===== src/rtl/mem_stage_pkg.sv =====
// mem_stage_pkg: shared widths, WB source codes, handshake FSM states and the EX/MEM bundle
//   WORD_SIZE   datapath width
//   MEM_TIMEOUT BUSY cycles without d_ack before the handshake gives up
package mem_stage_pkg;
    localparam int WORD_SIZE   = 16;
    localparam int MEM_TIMEOUT = 255;

    localparam logic [1:0] RWSRC_ALU = 2'b00;
    localparam logic [1:0] RWSRC_MEM = 2'b01;
    localparam logic [1:0] RWSRC_PC  = 2'b10;

    typedef enum logic [1:0] {
        MEM_FSM_IDLE  = 2'd0,
        MEM_FSM_BUSY  = 2'd1,
        MEM_FSM_ERROR = 2'd2
    } mem_fsm_t;

    typedef struct packed {
        logic [WORD_SIZE-1:0] pc;
        logic [WORD_SIZE-1:0] aluout;
        logic [WORD_SIZE-1:0] storedata;
        logic [1:0]           rwtarget;
        logic                 memread;
        logic                 memwrite;
        logic [1:0]           rwsrc;
        logic                 regwrite;
    } em_t;
endpackage


===== src/rtl/mem_stage_if.sv =====
// mem_stage_if: data-memory req/ack bus
//   d_readM/d_writeM  request strobes (stage -> memory)
//   d_address/d_wdata address and store data (stage -> memory)
//   d_rdata/d_ack     load data and completion (memory -> stage)
interface mem_stage_if;
    import mem_stage_pkg::*;
    logic                 d_readM;
    logic                 d_writeM;
    logic [WORD_SIZE-1:0] d_address;
    logic [WORD_SIZE-1:0] d_wdata;
    logic [WORD_SIZE-1:0] d_rdata;
    logic                 d_ack;
    modport master (output d_readM, d_writeM, d_address, d_wdata, input d_rdata, d_ack);
    modport slave  (input d_readM, d_writeM, d_address, d_wdata, output d_rdata, d_ack);
endinterface


===== src/rtl/mem_stage_fsm.sv =====
// mem_handshake_fsm: req/ack sequencing with saturating timeout counter
//   clk, reset_n  clock and async active-high reset
//   pending       EX/MEM holds a valid memory access
//   ack           memory completion this cycle
//   req           drive the memory request strobe
//   stall         hold upstream stages
//   mem_error     sticky timeout flag
module mem_handshake_fsm
    import mem_stage_pkg::*;
#(
    parameter int TIMEOUT = MEM_TIMEOUT
) (
    input  logic clk,
    input  logic reset_n,
    input  logic pending,
    input  logic ack,
    output logic req,
    output logic stall,
    output logic mem_error
);
    mem_fsm_t   state, state_n;
    logic [7:0] cnt;

    always_ff @(posedge clk or posedge reset_n)
        if (reset_n) begin
            state <= MEM_FSM_IDLE;
            cnt   <= '0;
        end else begin
            state <= state_n;
            cnt   <= (state != MEM_FSM_BUSY) ? '0 : (&cnt) ? cnt : cnt + 8'd1;
        end

    // ERROR drops the request but keeps the pipeline frozen until reset
    always_comb begin
        state_n   = state;
        mem_error = state == MEM_FSM_ERROR;
        req       = pending & ~mem_error;
        stall     = (req & ~ack) | mem_error;
        case (state)
            MEM_FSM_IDLE: state_n = (req & ~ack) ? MEM_FSM_BUSY : MEM_FSM_IDLE;
            MEM_FSM_BUSY: state_n = ack ? MEM_FSM_IDLE :
                                    (cnt == 8'(TIMEOUT - 1)) ? MEM_FSM_ERROR : MEM_FSM_BUSY;
            default:      state_n = state;
        endcase
    end
endmodule


===== src/rtl/mem_stage.sv =====
// mem_stage: MEM pipeline stage with EX/MEM and MEM/WB registers and a req/ack data-memory port
//   clk, reset_n      clock and async active-high reset
//   ex_*, flush_i     EX result bundle and squash request
//   stall_o           hold PC/IF/ID/EX while an access is outstanding
//   dmem              data-memory bus (master side)
//   wb_*              registered MEM/WB bundle
//   fwd_*             EX/MEM forwarding taps
//   mem_error_o       sticky memory timeout flag
module mem_stage
    import mem_stage_pkg::*;
(
    input  logic                 clk,
    input  logic                 reset_n,
    input  logic                 ex_valid_i,
    input  logic [WORD_SIZE-1:0] ex_pc_i,
    input  logic [WORD_SIZE-1:0] ex_aluout_i,
    input  logic [WORD_SIZE-1:0] ex_storedata_i,
    input  logic [1:0]           ex_rwtarget_i,
    input  logic                 ex_memread_i,
    input  logic                 ex_memwrite_i,
    input  logic [1:0]           ex_rwsrc_i,
    input  logic                 ex_regwrite_i,
    input  logic                 flush_i,
    output logic                 stall_o,
    mem_stage_if.master          dmem,
    output logic [WORD_SIZE-1:0] wb_pc_o,
    output logic [WORD_SIZE-1:0] wb_aluout_o,
    output logic [WORD_SIZE-1:0] wb_memdata_o,
    output logic [1:0]           wb_rwtarget_o,
    output logic [1:0]           wb_rwsrc_o,
    output logic                 wb_regwrite_o,
    output logic                 wb_valid_o,
    output logic                 fwd_regwrite_o,
    output logic [1:0]           fwd_target_o,
    output logic [WORD_SIZE-1:0] fwd_data_o,
    output logic                 mem_error_o
);
    em_t  em;
    logic em_valid, req, is_load;

    // a simultaneous read+write is treated as a store
    assign is_load = em.memread & ~em.memwrite;

    mem_handshake_fsm u_fsm (
        .clk       (clk),
        .reset_n   (reset_n),
        .pending   (em_valid & (em.memread | em.memwrite)),
        .ack       (dmem.d_ack),
        .req       (req),
        .stall     (stall_o),
        .mem_error (mem_error_o)
    );

    assign dmem.d_writeM  = req & em.memwrite;
    assign dmem.d_readM   = req & is_load;
    assign dmem.d_address = em.aluout;
    assign dmem.d_wdata   = em.storedata;

    assign fwd_regwrite_o = em_valid & em.regwrite;
    assign fwd_target_o   = em.rwtarget;
    assign fwd_data_o     = em.aluout;

    // flush only acts on capture, so it is implicitly ignored while stalled
    always_ff @(posedge clk or posedge reset_n)
        if (reset_n) begin
            em       <= '0;
            em_valid <= 1'b0;
        end else if (!stall_o) begin
            em       <= '{pc: ex_pc_i, aluout: ex_aluout_i, storedata: ex_storedata_i,
                          rwtarget: ex_rwtarget_i, memread: ex_memread_i, memwrite: ex_memwrite_i,
                          rwsrc: ex_rwsrc_i, regwrite: ex_regwrite_i};
            em_valid <= ex_valid_i & ~flush_i;
        end

    // memdata keeps its last loaded value across non-load instructions and bubbles
    always_ff @(posedge clk or posedge reset_n)
        if (reset_n) begin
            wb_pc_o       <= '0;
            wb_aluout_o   <= '0;
            wb_memdata_o  <= '0;
            wb_rwtarget_o <= '0;
            wb_rwsrc_o    <= '0;
            wb_regwrite_o <= 1'b0;
            wb_valid_o    <= 1'b0;
        end else if (em_valid && !stall_o) begin
            wb_pc_o       <= em.pc;
            wb_aluout_o   <= em.aluout;
            wb_rwtarget_o <= em.rwtarget;
            wb_rwsrc_o    <= em.rwsrc;
            wb_regwrite_o <= em.regwrite;
            wb_valid_o    <= 1'b1;
            if (is_load && dmem.d_ack) wb_memdata_o <= dmem.d_rdata;
        end else begin
            wb_regwrite_o <= 1'b0;
            wb_valid_o    <= 1'b0;
        end
endmodule


===== src/flat_wrapper.sv =====
// flat-port wrapper written by rule: the top's interface ports become plain ports
module mem_stage_flat import mem_stage_pkg::*;
  (clk, reset_n, ex_valid_i, ex_pc_i, ex_aluout_i, ex_storedata_i, ex_rwtarget_i, ex_memread_i, ex_memwrite_i, ex_rwsrc_i, ex_regwrite_i, flush_i, stall_o, wb_pc_o, wb_aluout_o, wb_memdata_o, wb_rwtarget_o, wb_rwsrc_o, wb_regwrite_o, wb_valid_o, fwd_regwrite_o, fwd_target_o, fwd_data_o, mem_error_o, dmem_d_readM, dmem_d_writeM, dmem_d_address, dmem_d_wdata, dmem_d_rdata, dmem_d_ack);
  mem_stage_if dmem_i ();
  input  logic clk;
  input  logic reset_n;
  input  logic ex_valid_i;
  input  logic [WORD_SIZE-1:0] ex_pc_i;
  input  logic [WORD_SIZE-1:0] ex_aluout_i;
  input  logic [WORD_SIZE-1:0] ex_storedata_i;
  input  logic [1:0] ex_rwtarget_i;
  input  logic ex_memread_i;
  input  logic ex_memwrite_i;
  input  logic [1:0] ex_rwsrc_i;
  input  logic ex_regwrite_i;
  input  logic flush_i;
  output logic stall_o;
  output logic [WORD_SIZE-1:0] wb_pc_o;
  output logic [WORD_SIZE-1:0] wb_aluout_o;
  output logic [WORD_SIZE-1:0] wb_memdata_o;
  output logic [1:0] wb_rwtarget_o;
  output logic [1:0] wb_rwsrc_o;
  output logic wb_regwrite_o;
  output logic wb_valid_o;
  output logic fwd_regwrite_o;
  output logic [1:0] fwd_target_o;
  output logic [WORD_SIZE-1:0] fwd_data_o;
  output logic mem_error_o;
  output wire logic [$bits(dmem_i.d_readM)-1:0] dmem_d_readM;
  output wire logic [$bits(dmem_i.d_writeM)-1:0] dmem_d_writeM;
  output wire logic [$bits(dmem_i.d_address)-1:0] dmem_d_address;
  output wire logic [$bits(dmem_i.d_wdata)-1:0] dmem_d_wdata;
  input wire logic [$bits(dmem_i.d_rdata)-1:0] dmem_d_rdata;
  input wire logic [$bits(dmem_i.d_ack)-1:0] dmem_d_ack;
  assign dmem_d_readM = dmem_i.d_readM;
  assign dmem_d_writeM = dmem_i.d_writeM;
  assign dmem_d_address = dmem_i.d_address;
  assign dmem_d_wdata = dmem_i.d_wdata;
  assign dmem_i.d_rdata = dmem_d_rdata;
  assign dmem_i.d_ack = dmem_d_ack;
  mem_stage u_core (.clk(clk), .reset_n(reset_n), .ex_valid_i(ex_valid_i), .ex_pc_i(ex_pc_i), .ex_aluout_i(ex_aluout_i), .ex_storedata_i(ex_storedata_i), .ex_rwtarget_i(ex_rwtarget_i), .ex_memread_i(ex_memread_i), .ex_memwrite_i(ex_memwrite_i), .ex_rwsrc_i(ex_rwsrc_i), .ex_regwrite_i(ex_regwrite_i), .flush_i(flush_i), .stall_o(stall_o), .dmem(dmem_i), .wb_pc_o(wb_pc_o), .wb_aluout_o(wb_aluout_o), .wb_memdata_o(wb_memdata_o), .wb_rwtarget_o(wb_rwtarget_o), .wb_rwsrc_o(wb_rwsrc_o), .wb_regwrite_o(wb_regwrite_o), .wb_valid_o(wb_valid_o), .fwd_regwrite_o(fwd_regwrite_o), .fwd_target_o(fwd_target_o), .fwd_data_o(fwd_data_o), .mem_error_o(mem_error_o));
endmodule

===== config.mk =====
export PLATFORM = sky130hd
export DESIGN_NAME = mem_stage_flat
export DESIGN_NICKNAME = d
export VERILOG_FILES = /design/src/rtl/mem_stage_pkg.sv /design/src/rtl/mem_stage_if.sv /design/src/rtl/mem_stage_fsm.sv /design/src/rtl/mem_stage.sv /design/src/flat_wrapper.sv
export SDC_FILE = /design/constraint.sdc
export NUM_CORES = 1
export LEC_CHECK = 0
export CAP_MARGIN = 10
export CORE_MARGIN = 4
export CORE_UTILIZATION = 26
export DETAILED_ROUTE_END_ITERATION = 10
export SYNTH_ARGS = -nofsm -noshare
export SYNTH_HDL_FRONTEND = slang
export SYNTH_HIERARCHICAL = 1
export SYNTH_SLANG_ARGS = --single-unit

===== constraint.sdc =====
create_clock -name clk -period 7.3 [get_ports clk]
set_input_delay 1.825 -clock clk [delete_from_list [all_inputs] [get_ports clk]]
set_output_delay 1.825 -clock clk [all_outputs]
set_load 0.05 [all_outputs]

==> impl_metrics.csv <==
group,metric,value,unit
synthesis,synth_edf_count,0,
setup_path,r2r_end,"u_core/wb_memdata_o[0]$_DFFE_PP0P_",
cells_and_area,drive_above_1_share,28.97,%
synthesis,ys_ff_latch,120,
hold_path,hold_start,"u_core/em[0]$_DFFE_PP0N_",
setup_path,max_stage_delay,790,ps
placement,place_congestion,0.7462,
cells_and_area,antenna_cells,0,
cells_and_area,final_cells,764,
setup_path,crit_path_end_kind,"output pin",
timing,period_share,72.59,%
synthesis,syn-instance-count,346,
cells_and_area,regArea,3003,um^2
placement,place_area,6824,um^2
synthesis,synth_area_leaders,"dfrtp_1 59%, mux2_2 22%, buf_4 7.8%",
die,die_area,21810,um^2
synthesis,avgSynthCellArea,14.66,um^2
outcome,status,"complete, no violations",
routing,highest_layer,"met4",
setup_path,cp_cell_sequence,"clkdlybuf4s50_1 > or2b_1 > nand2_2 > clkdlybuf4s50_1",
global_routing,grt.total_usage,11.19,%
placement,post-dp-hpwl,8.246,mm
clock_tree,clock_latency,400,ps
routing,drt-wirelength-per-cell,15.21,um
global_routing,grt_pass1_vias,3633,
synthesis,yosysSeqAreaShare,59.19,%
power_and_ir_drop,power,2.443,mW
timing,rsz0062_at_grt,"false",
run,cap_viol_max_count,0,
clock_tree,cts-root-buf,"clkbuf_16",
hold_path,worstHoldPathType,"reg2reg",
die,start_util,26.77,%
clock_tree,cts_buffers,17,
timing,holdWs,499.0,ps
setup_path,ff2ff_setup_slack,4420,ps
timing,worst_pin_slew,826.2,ps
synthesis,yosys.area.top_type_share,59.19,%
clock_tree,cts_tree,"done",
clock_tree,cts_setup_buffers,0,
cells_and_area,n_fill_cell,1797,
cells_and_area,layout_commonest_cell,"clkdlybuf4s50_1",
setup_path,cpMaxStageDelayCell,"clkdlybuf4s50_1",
timing,finalHoldViolations,0,
setup_path,worstSetupPathType,"in2out",
clock_tree,cts_resized,0,
routing,ant_nets,0,
global_routing,grt_pass1_wl,19.29,mm
synthesis,ys_types,31,
setup_path,start_kind,"primary input",
placement,dpl.cell_count,732,
die,rows,50,
synthesis,synthArstFlopShare,100.0,%
routing,wl_met1,4.607,mm
timing,maxSlewViolCount,0,
timing,max_freq,0.1887,GHz
synthesis,synth_nets,424,
cells_and_area,syn_to_final_growth,46.91,%
global_routing,overflow,0,
setup_path,reg2reg_from,"u_core/em[4]$_DFFE_PP0N_",
cells_and_area,multiInputGateArea,1610,um^2
power_and_ir_drop,p_leak,3.080,nW
global_routing,grt_max_degree,59,
power_and_ir_drop,ir_drop,0.0001878,V
routing,routed_via_density,4.156,
setup_path,critPathArrivalTime,3470,ps
synthesis,synth_area,5074,um^2
synthesis,synth_top_cell_by_area,"dfrtp_1",
routing,firstDrtPassIters,4,
setup_path,crit_path_frequent_cell,"clkdlybuf4s50_1",
clock_tree,clkTransAtPathRegs,60,ps
power_and_ir_drop,p_per_area,327.8,nW/um^2
hold_path,hold_depth,1,
timing,skew,8.136,ps
routing,route.detailed.drc,0,
routing,dr_wl_met2,5.886,mm
synthesis,synth_ff_type,"dfrtp_1",
global_routing,antenna_found_initial,0,
cells_and_area,fin_nets,569,
routing,met3_length,1.010,mm
timing,max_slew_margin,44.92,%
die,die_y,147.7,um
timing,tns,0,ps
setup_path,crit_required,5480,ps
hold_path,hold_path_end,"u_core/wb_regwrite_o$_DFF_PP0_",
timing,period_needed,5299,ps
die,ioPinCount,185,
timing,setup_viol,0,
routing,wl,11.62,mm
clock_tree,hold_buffers,0,
clock_tree,cts.sinks,120,
clock_tree,max-clock-path-buffers,2,
cells_and_area,stdcell_area,7453,um^2
cells_and_area,mostFrequentLayoutCells,"184 x clkdlybuf4s50_1, 120 x dfrtp_1, 97 x mux2_2",
placement,port_buffers,184,
routing,drtIter0Drc,54,
routing,via_count,3175,
clock_tree,htree_levels,4,
synthesis,yosysWarnings,6,
die,core_region_area,18960,um^2
setup_path,cp_max_fo,4,
die,die_w,147.7,um
setup_path,worstRegToRegCells,7,
[flip-flops by register name, summed over array words and instances, names as in the netlist, 8 cells and up]
signal and flops:
u_core/em 21, u_core/dmem.d_address 16, u_core/dmem.d_wdata 16, u_core/wb_aluout_o 16, u_core/wb_memdata_o 16, u_core/wb_pc_o 16, u_core/u_fsm/cnt 8
[stage by stage]
step | utilization (%) | worst slack, ps
finish | 39.32 | 2001
CTS | 39.32 | 1998
global route | 39.32 | 1949
floorplan | - | 2573
detailed placement | 36.00 | 2001
global placement | 36.00 | 1992
[kinds of logic after synthesis]
family	Yosys count	share of synthesized area, %
adder cells (fa/ha/maj)	2	0.4931
flip-flops	120	59.19
multiplexers	107	24.49
buffers and inverters	66	9.124
AO/OA/AOI/OAI	18	2.367
AND/OR/NAND/NOR	33	4.340
[cells in the mapped netlist, types with 3 or more instances]
cell type	count
inv_1	5
a31oi_1	4
mux2_4	10
dfrtp_1	120
o21ai_0	5
nand2b_1	4
nand4_1	3
buf_4	53
and2_1	4
mux2_2	97
nand2_1	5
nor3_1	6
buf_2	7
[routing by layer]
layer,vias up,global-route usage (%)
met3,7,5.855
met4,0,3.215
met1,1613,12.35
met5,-,0
li1,1460,-
met2,95,18.88
[critical path, delay by kind of cell]
kind                   cells  cell delay [ps]
and+or+nand+nor            2              370
buffers and inverters      2             1280
[worst max path at each step]
stage	startpoint	to	slack (ps)	cells after the start
4_1_cts	dmem_d_ack	stall_o	2000	4
3_5_place_dp	dmem_d_ack	stall_o	2000	4
2_1_floorplan	reset_n	u_core/dmem.d_address[0]$_DFFE_PP0N_	2570	1
6_report	dmem_d_ack	stall_o	2000	4
3_3_place_gp	dmem_d_ack	stall_o	1990	4
5_1_grt	dmem_d_ack	stall_o	1950	4
[power breakdown]
part / switching (mW) / total [mW] / leakage (nW) / internal (mW)
sequential: 0.0566 / 0.821 / 1.44 / 0.764
combinational: 0.453 / 0.738 / 1.34 / 0.284
clock: 0.310 / 0.884 / 0.297 / 0.574
total: 0.820 / 2.44 / 3.08 / 1.62
[final cells by class]
type | instances | share of cell area, %
inverters | 5 | 0.2854
repair buffers | 187 | 25.01
clock buffers | 18 | 5.758
clock inverters | 14 | 2.686
flip-flops and latches | 120 | 40.29
multi-input cells | 160 | 21.60
well taps | 260 | 4.365
Note: power is estimated with default switching activity, not from simulation.
